## src/rtl/spi_pwm_config_if.sv

```systemverilog
// SPI pin bundle between an off-chip host and the PWM configuration target.
interface spi_pwm_config_if;
  logic ncs;
  logic sclk;
  logic copi;

  modport master (output ncs, output sclk, output copi);
  modport slave  (input ncs, input sclk, input copi);
endinterface

```

## src/rtl/spi_pwm_config.sv

```systemverilog
// Mode-0 SPI write-only target loading the five PWM configuration registers.
// SPI pins are resynchronised into clk; frames are 16 bits, MSB first.
module spi_pwm_config #(
  parameter int unsigned SYNC_STAGES = 2,
  parameter int unsigned MAX_ADDR    = 4
) (
  input  logic                  clk,
  input  logic                  rst_n,
  spi_pwm_config_if.slave       spi,
  output logic [7:0]            en_reg_out_7_0,
  output logic [7:0]            en_reg_out_15_8,
  output logic [7:0]            en_reg_pwm_7_0,
  output logic [7:0]            en_reg_pwm_15_8,
  output logic [7:0]            pwm_duty_cycle,
  output logic                  wr_strobe,
  output logic                  frame_err
);

  localparam int unsigned FRAME_W = 16;
  localparam int unsigned CNT_W   = 5;
  localparam int unsigned ADDR_W  = 7;
  localparam logic [ADDR_W-1:0] MAX_A = ADDR_W'(MAX_ADDR);

  typedef enum logic [1:0] {IDLE, SHIFT, COMMIT} state_t;

  logic [SYNC_STAGES-1:0] ncs_sync, sclk_sync, copi_sync;
  logic                   ncs_s, sclk_s, copi_s;
  logic                   ncs_d, sclk_d;
  logic                   ncs_fall, ncs_rise, sclk_rise;

  state_t              state, state_next;
  logic [CNT_W-1:0]    bit_cnt;
  logic [FRAME_W-1:0]  shift;
  logic                overflow;

  logic                frame_ok_c;
  logic [ADDR_W-1:0]   addr_c;
  logic [7:0]          data_c;
  logic                wr_c, err_c;

  assign ncs_s  = ncs_sync[SYNC_STAGES-1];
  assign sclk_s = sclk_sync[SYNC_STAGES-1];
  assign copi_s = copi_sync[SYNC_STAGES-1];

  assign ncs_fall  = ncs_d & ~ncs_s;
  assign ncs_rise  = ~ncs_d & ncs_s;
  assign sclk_rise = ~sclk_d & sclk_s;

  assign frame_ok_c = (bit_cnt == CNT_W'(FRAME_W)) && !overflow;
  assign addr_c     = shift[14:8];
  assign data_c     = shift[7:0];

  // Input synchronisers plus one-cycle-delayed copies for edge detection
  always_ff @(posedge clk) begin
    if (!rst_n) begin
      ncs_sync  <= '1;
      sclk_sync <= '0;
      copi_sync <= '0;
      ncs_d     <= 1'b1;
      sclk_d    <= 1'b0;
    end else begin
      ncs_sync  <= {ncs_sync[SYNC_STAGES-2:0], spi.ncs};
      sclk_sync <= {sclk_sync[SYNC_STAGES-2:0], spi.sclk};
      copi_sync <= {copi_sync[SYNC_STAGES-2:0], spi.copi};
      ncs_d     <= ncs_s;
      sclk_d    <= sclk_s;
    end
  end

  always_ff @(posedge clk) begin
    if (!rst_n) state <= IDLE;
    else        state <= state_next;
  end

  always_comb begin
    state_next = state;
    case (state)
      IDLE:    if (ncs_fall) state_next = SHIFT;
      SHIFT:   if (ncs_rise) state_next = frame_ok_c ? COMMIT : IDLE;
      COMMIT:  state_next = IDLE;
      default: state_next = IDLE;
    endcase
  end

  // Write/error decisions; read frames (bit15 = 0) fall through silently
  always_comb begin
    wr_c  = 1'b0;
    err_c = 1'b0;
    case (state)
      SHIFT: if (ncs_rise && !frame_ok_c) err_c = 1'b1;
      COMMIT: begin
        if (shift[15]) begin
          if (addr_c <= MAX_A) wr_c  = 1'b1;
          else                 err_c = 1'b1;
        end
      end
      default: ;
    endcase
  end

  // Frame shifter; bits past the 16th only flag overflow
  always_ff @(posedge clk) begin
    if (!rst_n) begin
      bit_cnt  <= '0;
      shift    <= '0;
      overflow <= 1'b0;
    end else if (state == IDLE && ncs_fall) begin
      bit_cnt  <= '0;
      shift    <= '0;
      overflow <= 1'b0;
    end else if (state == SHIFT && sclk_rise && !ncs_s) begin
      if (bit_cnt == CNT_W'(FRAME_W)) begin
        overflow <= 1'b1;
      end else begin
        shift   <= {shift[FRAME_W-2:0], copi_s};
        bit_cnt <= bit_cnt + CNT_W'(1);
      end
    end
  end

  always_ff @(posedge clk) begin
    if (!rst_n) begin
      en_reg_out_7_0  <= '0;
      en_reg_out_15_8 <= '0;
      en_reg_pwm_7_0  <= '0;
      en_reg_pwm_15_8 <= '0;
      pwm_duty_cycle  <= '0;
      wr_strobe       <= 1'b0;
      frame_err       <= 1'b0;
    end else begin
      wr_strobe <= wr_c;
      frame_err <= err_c;
      if (wr_c) begin
        case (addr_c)
          7'd0:    en_reg_out_7_0  <= data_c;
          7'd1:    en_reg_out_15_8 <= data_c;
          7'd2:    en_reg_pwm_7_0  <= data_c;
          7'd3:    en_reg_pwm_15_8 <= data_c;
          7'd4:    pwm_duty_cycle  <= data_c;
          default: ;
        endcase
      end
    end
  end

endmodule

```

## src/flat_wrapper.sv

```systemverilog
// flat-port wrapper written by rule: the top's interface ports become plain ports
module spi_pwm_config_flat 
#(
  parameter int unsigned SYNC_STAGES = 2,
  parameter int unsigned MAX_ADDR    = 4
)
  (clk, rst_n, en_reg_out_7_0, en_reg_out_15_8, en_reg_pwm_7_0, en_reg_pwm_15_8, pwm_duty_cycle, wr_strobe, frame_err, spi_ncs, spi_sclk, spi_copi);
  spi_pwm_config_if spi_i ();
  input  logic clk;
  input  logic rst_n;
  output logic [7:0] en_reg_out_7_0;
  output logic [7:0] en_reg_out_15_8;
  output logic [7:0] en_reg_pwm_7_0;
  output logic [7:0] en_reg_pwm_15_8;
  output logic [7:0] pwm_duty_cycle;
  output logic wr_strobe;
  output logic frame_err;
  input wire logic [$bits(spi_i.ncs)-1:0] spi_ncs;
  input wire logic [$bits(spi_i.sclk)-1:0] spi_sclk;
  input wire logic [$bits(spi_i.copi)-1:0] spi_copi;
  assign spi_i.ncs = spi_ncs;
  assign spi_i.sclk = spi_sclk;
  assign spi_i.copi = spi_copi;
  spi_pwm_config #(.SYNC_STAGES(SYNC_STAGES), .MAX_ADDR(MAX_ADDR)) u_core (.clk(clk), .rst_n(rst_n), .spi(spi_i), .en_reg_out_7_0(en_reg_out_7_0), .en_reg_out_15_8(en_reg_out_15_8), .en_reg_pwm_7_0(en_reg_pwm_7_0), .en_reg_pwm_15_8(en_reg_pwm_15_8), .pwm_duty_cycle(pwm_duty_cycle), .wr_strobe(wr_strobe), .frame_err(frame_err));
endmodule
```

## config.mk

```make
export PLATFORM = sky130hd
export DESIGN_NAME = spi_pwm_config_flat
export DESIGN_NICKNAME = d
export VERILOG_FILES = /design/src/rtl/spi_pwm_config_if.sv /design/src/rtl/spi_pwm_config.sv /design/src/flat_wrapper.sv
export SDC_FILE = /design/constraint.sdc
export NUM_CORES = 1
export LEC_CHECK = 0
export ABC_AREA = 1
export BUFFER_PORTS_ARGS = -buffer_cell sky130_fd_sc_hd__buf_2
export CAP_MARGIN = 20
export CORE_MARGIN = 2
export CORE_UTILIZATION = 45
export CTS_CLUSTER_DIAMETER = 120
export DETAILED_ROUTE_END_ITERATION = 12
export GPL_ROUTABILITY_DRIVEN = 0
export PLACE_DENSITY_LB_ADDON = 0.25
export SYNTH_ARGS = -nofsm -noshare
export SYNTH_HDL_FRONTEND = slang
export SYNTH_SLANG_ARGS = --single-unit
```

## constraint.sdc

```tcl
create_clock -name clk -period 2.2 [get_ports clk]
set_input_delay 0.44 -clock clk [delete_from_list [all_inputs] [get_ports clk]]
set_output_delay 0.44 -clock clk [all_outputs]
set_load 0.05 [all_outputs]
```

[Word-level counts from Yosys, hierarchy flattened]
Cells that the tools add are included.
Cells by class
  reduce and logical (&&, ||, !) cells: 19
  equal/unequal tests: 9
  muxes and demuxes: 11
  bitwise gates (word level): 8
  $lt $le $gt $ge: 1
  add/subtract/negate cells: 1
Operators with widths (count)
  $reduce_and A2 Y1: 8
  $eq A7 B2 Y1 const B: 2
  $eq A7 B1 Y1 const B: 1
  $eq A7 B3 Y1 const B: 1
  $le A7 B3 Y1 const B: 1
  $logic_not A7 Y1: 1
  $mux W1: 6
  $mux W2: 3
  $add A5 B1 Y5 const B: 1
  $eq A5 B5 Y1 const B: 1
  $logic_and A1 B1 Y1: 5
  $not A1 Y1: 5
  $ne A2 B1 Y1 const B: 2
  $pmux W2 S2: 1
  $and A1 B1 Y1: 3
  $logic_not A1 Y1: 3
  $eq A2 B1 Y1 const B: 1
  $eq A2 B2 Y1 const B: 1
  $logic_not A2 Y1: 1
  $pmux W1 S2: 1
  $reduce_or A2 Y1: 1
Storage, ports and cells
  word-level logic and storage cells: 65
  output and inout port bits: 42
  bits in registers: 74
  bits of input ports: 5

[Longest topological paths before layout]
  word-level depth: 6
  mapped depth: 9
  mapped depth without buffers: 9

[Worst setup path after synthesis]
OpenSTA, ideal clock, no wires.
  path kind: flip-flop to flip-flop
  start point: register u_core.state[0]
  end point: register u_core.en_reg_pwm_7_0[0]
  library setup time: 132 ps
  slack: 859 ps
  buffers on the path: 0
  cell stages (with the launch flop): 8
  arrival time: 1209 ps
  cells stage by stage: dfxtp_1 -> inv_1 -> ha_1 -> nand2_1 -> inv_2 -> nand4_1 -> nand2_1 -> a21oi_1
Between the ends
  word-level cells in the longest chain between the ends: 3
RTL lines
  start: declaration: RTL line spi_pwm_config.sv:31  | state_t state, state_next;
  start signal: assignment: RTL line spi_pwm_config.sv:72  | else state <= state_next;
  $eq A2 B2 Y1: RTL line spi_pwm_config.sv:89  | case (state)
  $mux W1: RTL line spi_pwm_config.sv:89
  $reduce_and A2 Y1 (no line)
  end signal: assignment: RTL line spi_pwm_config.sv:137  | 7'd2: en_reg_pwm_7_0 <= data_c;
  end: declaration: RTL line spi_pwm_config.sv:12  | output logic [7:0] en_reg_pwm_7_0,
Every way passes these cells.
A chain may end at the register's enable or synchronous reset.

[Worst setup path after layout]
  start point: register u_core.state[0]
  end point: register u_core.en_reg_out_7_0[7]
Between the ends
  word-level cells in the longest chain between the ends: 3
RTL lines
  $eq A2 B2 Y1: RTL line spi_pwm_config.sv:89
  $mux W1: RTL line spi_pwm_config.sv:89
  $reduce_and A2 Y1 (no line)
  end signal: assignment: RTL line spi_pwm_config.sv:135  | 7'd0: en_reg_out_7_0 <= data_c;
  end: declaration: RTL line spi_pwm_config.sv:10  | output logic [7:0] en_reg_out_7_0,
Every way passes these cells.

==> results.txt <==
For this design the top-level I/O count stands at 47. The kind of end point of the critical path is a flip-flop. The post-route netlist has 22.9% of its cells at a drive strength greater than 1.

Synthesis produced a netlist with a net count of 372. The initial standard-cell utilization of the core was 46.5%. In this run the worst hold path is classified as in -> reg.

The run gives 2970 sq um as the synthesized cell area. The global route total overflow was 0; the vias after detailed routing was 2604. The tools report the worst setup path startpoint as u_core.state[0]. The power per cell area is 755 nW/um^2, and the average cell area after synthesis is 8.21 sq um. Final count of pins violating max slew: 0. At the later pin of the worst-skew pair, clock insertion delay measures 350 ps. The normalized max-slew margin was 55.0%; the worst-case reg-to-reg path depth was 8. The first global-routing pass estimated 10900 um of wire. No sink is reached through more buffers than the 2 on the longest clock path. The clock network accounts for 45.0% of the total power. The tools report the number of distinct standard cells referenced by the synthesized netlist as 27. Data arrives at the worst endpoint at 2040 ps. The final period utilization was 81.6%. The run gives 74 as the number of sinks on the clock net. The switching power share of the total came out at 21.9%. Across the run, the number of max-cap violations was 0. The sum of net half-perimeters after detailed placement is 4640 um, and the number of endpoints with negative hold slack in the final report is 0.

STA puts the critical path data required time at 2440 ps. After clock tree synthesis, the clock-pin slew on the worst setup and hold paths is 80 ps. For this run, the top clock speed supported by timing is 557 MHz. For this design the total switching power over the nets is 0.000574 W. The worst hold path passes through 2 cells. At the pin with the least slew margin, the transition time is 673 ps. The routed design has 6720 um of wire. For this run, the register share of the synthesized area comes to 49.9%. The total area inside the core boundary comes to 6390 sq um. The analysis attributes to cell leakage a power of 1.44 nW. For this run, design rule violations remaining after detail routing come to 0. After detailed routing, the number of vias per cell comes to 5.30. The run gives 0 as the quantity of hold-fixing buffers added after cts. In this run the most critical hold path is launched from spi_ncs. The pre-antenna-repair detailed-routing pass consisted of 6 iterations. From left edge to right edge, the die measures 85.3 um. The height of the die works out to 85.3 um. STA classifies the critical path startpoint as a flip-flop. The first routing iteration left 174 violations.

The internal portion of the total power is 0.00205 W. Clock tree synthesis selected as its root buffer the cell sky130_fd_sc_hd__clkbuf_8. Input and output buffers added on the ports amount to 46. Sum of negative setup slack: 0 ps. Leaving out fill and tap cells, the most frequent cell in the layout is sky130_fd_sc_hd__nand2_1.

The run gives 0 as the number of failing setup endpoints in the final timing report. The clock arrives with 7.47 ps of skew. The clock buffer count from CTS came out at 9. For the Yosys warning count, the log shows 0.

The critical path in this run is classified as reg -> reg. The tools report the post-layout total power as 0.00262 W. The tools report the power share of the combinational group as 3.2%. The run gives 0 as the number of antenna diodes.

The launching point of the worst reg2reg path is u_core.state[0]. In this run the worst path has a maximum fanout of 15. The tools report the die area as 7270 sq um. TritonCTS built the clock tree. The floorplan has 29 rows. Sorting the synthesized cells by area gives the leading types as sky130_fd_sc_hd__dfxtp_1 (50%), sky130_fd_sc_hd__a21oi_1 (10%), sky130_fd_sc_hd__nand2_1 (9.7%), sky130_fd_sc_hd__nand4_1 (7.2%), sky130_fd_sc_hd__o21ai_0 (3.2%). The growth of design area from synthesis to finish works out to 16.8%. Global routing used 19.2% of the available tracks across all layers.

Entering global routing, the biggest net connects 34 pins. IR analysis of the VDD net gives a maximum drop of 550 uV. The portion of total power attributed to sequential cells was 51.8%; the initial antenna violation count was 0. The deepest level of the CTS H-tree was 3. The number of routed nets with antenna violations is 0, and the final period demand of the worst path is 1790 ps. For this run, the post-layout net count is 419. Leaving out fill and tap cells, the most frequent cells in the layout are sky130_fd_sc_hd__nand2_1 (77), sky130_fd_sc_hd__dfxtp_1 (74), sky130_fd_sc_hd__a21oi_1 (62). Counting flops and latches in the post-synthesis netlist gives 74. The flow ran to the end, and the final reports show no timing, DRC or antenna violations. The top-area cell type share of the netlist area is 49.9%, and the number of instances in the synthesized netlist is 362. Setup repair after global routing left no endpoint under its margin. In this run the post-CTS setup repair buffer count came out at 0.

The number of global-route vias before repair came out at 2297. The post-cts resize count was 0. The most area-hungry cell type in the Yosys netlist is sky130_fd_sc_hd__dfxtp_1. In the final routed layout, each cell accounts on average for 13.7 um.
power by group through the flow:
stage / Clock [W] / Sequential, W / Combinational (W)
finish: 0.00118 / 0.00136 / 0.0000840
global route: 0.00126 / 0.00136 / 0.0000949
CTS: 0.00121 / 0.00136 / 0.0000846
detailed placement: 0 / 0.00139 / 0.0000840
global placement: 0 / 0.00139 / 0.0000810
floorplan: 0 / 0.00139 / 0.0000652
cells in the mapped netlist, drive strengths merged:
cell type	instances
nand2	82
dfxtp	74
a21oi	62
nand4	38
inv	31
nor2	22
o21ai	20
buf	11
nand3	7
ha	5
clkbuf	4
or2	2
clkinv	1
nor3	1
nor4	1
xnor2	1
layer usage:
layer | share of wire, % | global-route usage, % | vias to the layer above
li1 | - | - | 1319
met1 | 47 | 24.6 | 1183
met2 | 44 | 29.5 | 87
met3 | 6.2 | 5.16 | 15
met4 | 3.0 | 10.7 | 0
met5 | 0 | 0 | -
cells by family (layout without fill, tap and decap cells):
logic type,count (synthesis),count (layout),share of synthesized area (%)
AOI/OAI and AO/OA,82,82,13.8
xor gates and xnor gates,1,1,0.295
adders and majority gates,5,5,2.11
buffers and inverters,47,99,7.12
DFF,74,74,49.9
and+or+nand+nor,153,153,26.8
stage by stage:
| step | util, % | std cells | cell area [sq um] | setup WS (ps) | hold slack [ps] |
|---|---|---|---|---|---|
| after detailed placement | 50.8 | 475 | 3240 | 443 | 399 |
| after global routing | 54.3 | 491 | 3470 | 279 | 251 |
| after CTS | 54.3 | 491 | 3470 | 424 | 252 |
| after global placement | 50.8 | 475 | 3240 | 503 | 394 |
| after floorplan | - | 362 | 2970 | 859 | 390 |
| final | 54.3 | 491 | 3470 | 406 | 265 |
sequential cells by signal, indices dropped and copies added (netlist names):
register and flops:
u_core.en_reg_out_15_8 8, u_core.en_reg_out_7_0 8, u_core.shift 16, u_core.ncs_sync 2
u_core.sclk_sync 2, u_core.frame_err 1, u_core.overflow 1, u_core.wr_strobe 1
u_core.en_reg_pwm_7_0 8, u_core.sclk_d 1, u_core.bit_cnt 5, u_core.copi_sync 2
u_core.en_reg_pwm_15_8 8, u_core.ncs_d 1, u_core.state 2, u_core.pwm_duty_cycle 8
area by class of cell:
type | instances | area [sq um]
Multi-Input combinational cell | 241 | 1280
Tap cell | 77 | 96.3
Fill cell | 590 | 2920
Sequential cell | 74 | 1480
Inverter | 32 | 120
Clock inverter | 6 | 88.8
Clock buffer | 10 | 138
Timing Repair Buffer | 51 | 268
worst max-delay path, stage by stage, from the launching register on:
cell	delay, ps
sky130_fd_sc_hd__dfxtp_1	340
sky130_fd_sc_hd__inv_1	90
sky130_fd_sc_hd__ha_1	230
sky130_fd_sc_hd__nand2_1	130
sky130_fd_sc_hd__inv_2	230
sky130_fd_sc_hd__buf_4	220
sky130_fd_sc_hd__nand4_2	230
sky130_fd_sc_hd__nand2_1	130
sky130_fd_sc_hd__a21oi_1	70
final timing paths:
path	to	slack, ps
worst min register to register	u_core.ncs_sync[1]	410
worst max-delay path	u_core.en_reg_out_7_0[7]	410
worst min-delay path	u_core.ncs_sync[0]	270
worst max register to register	u_core.en_reg_out_7_0[7]	410
No activity file was read; power rests on OpenSTA's default activity.
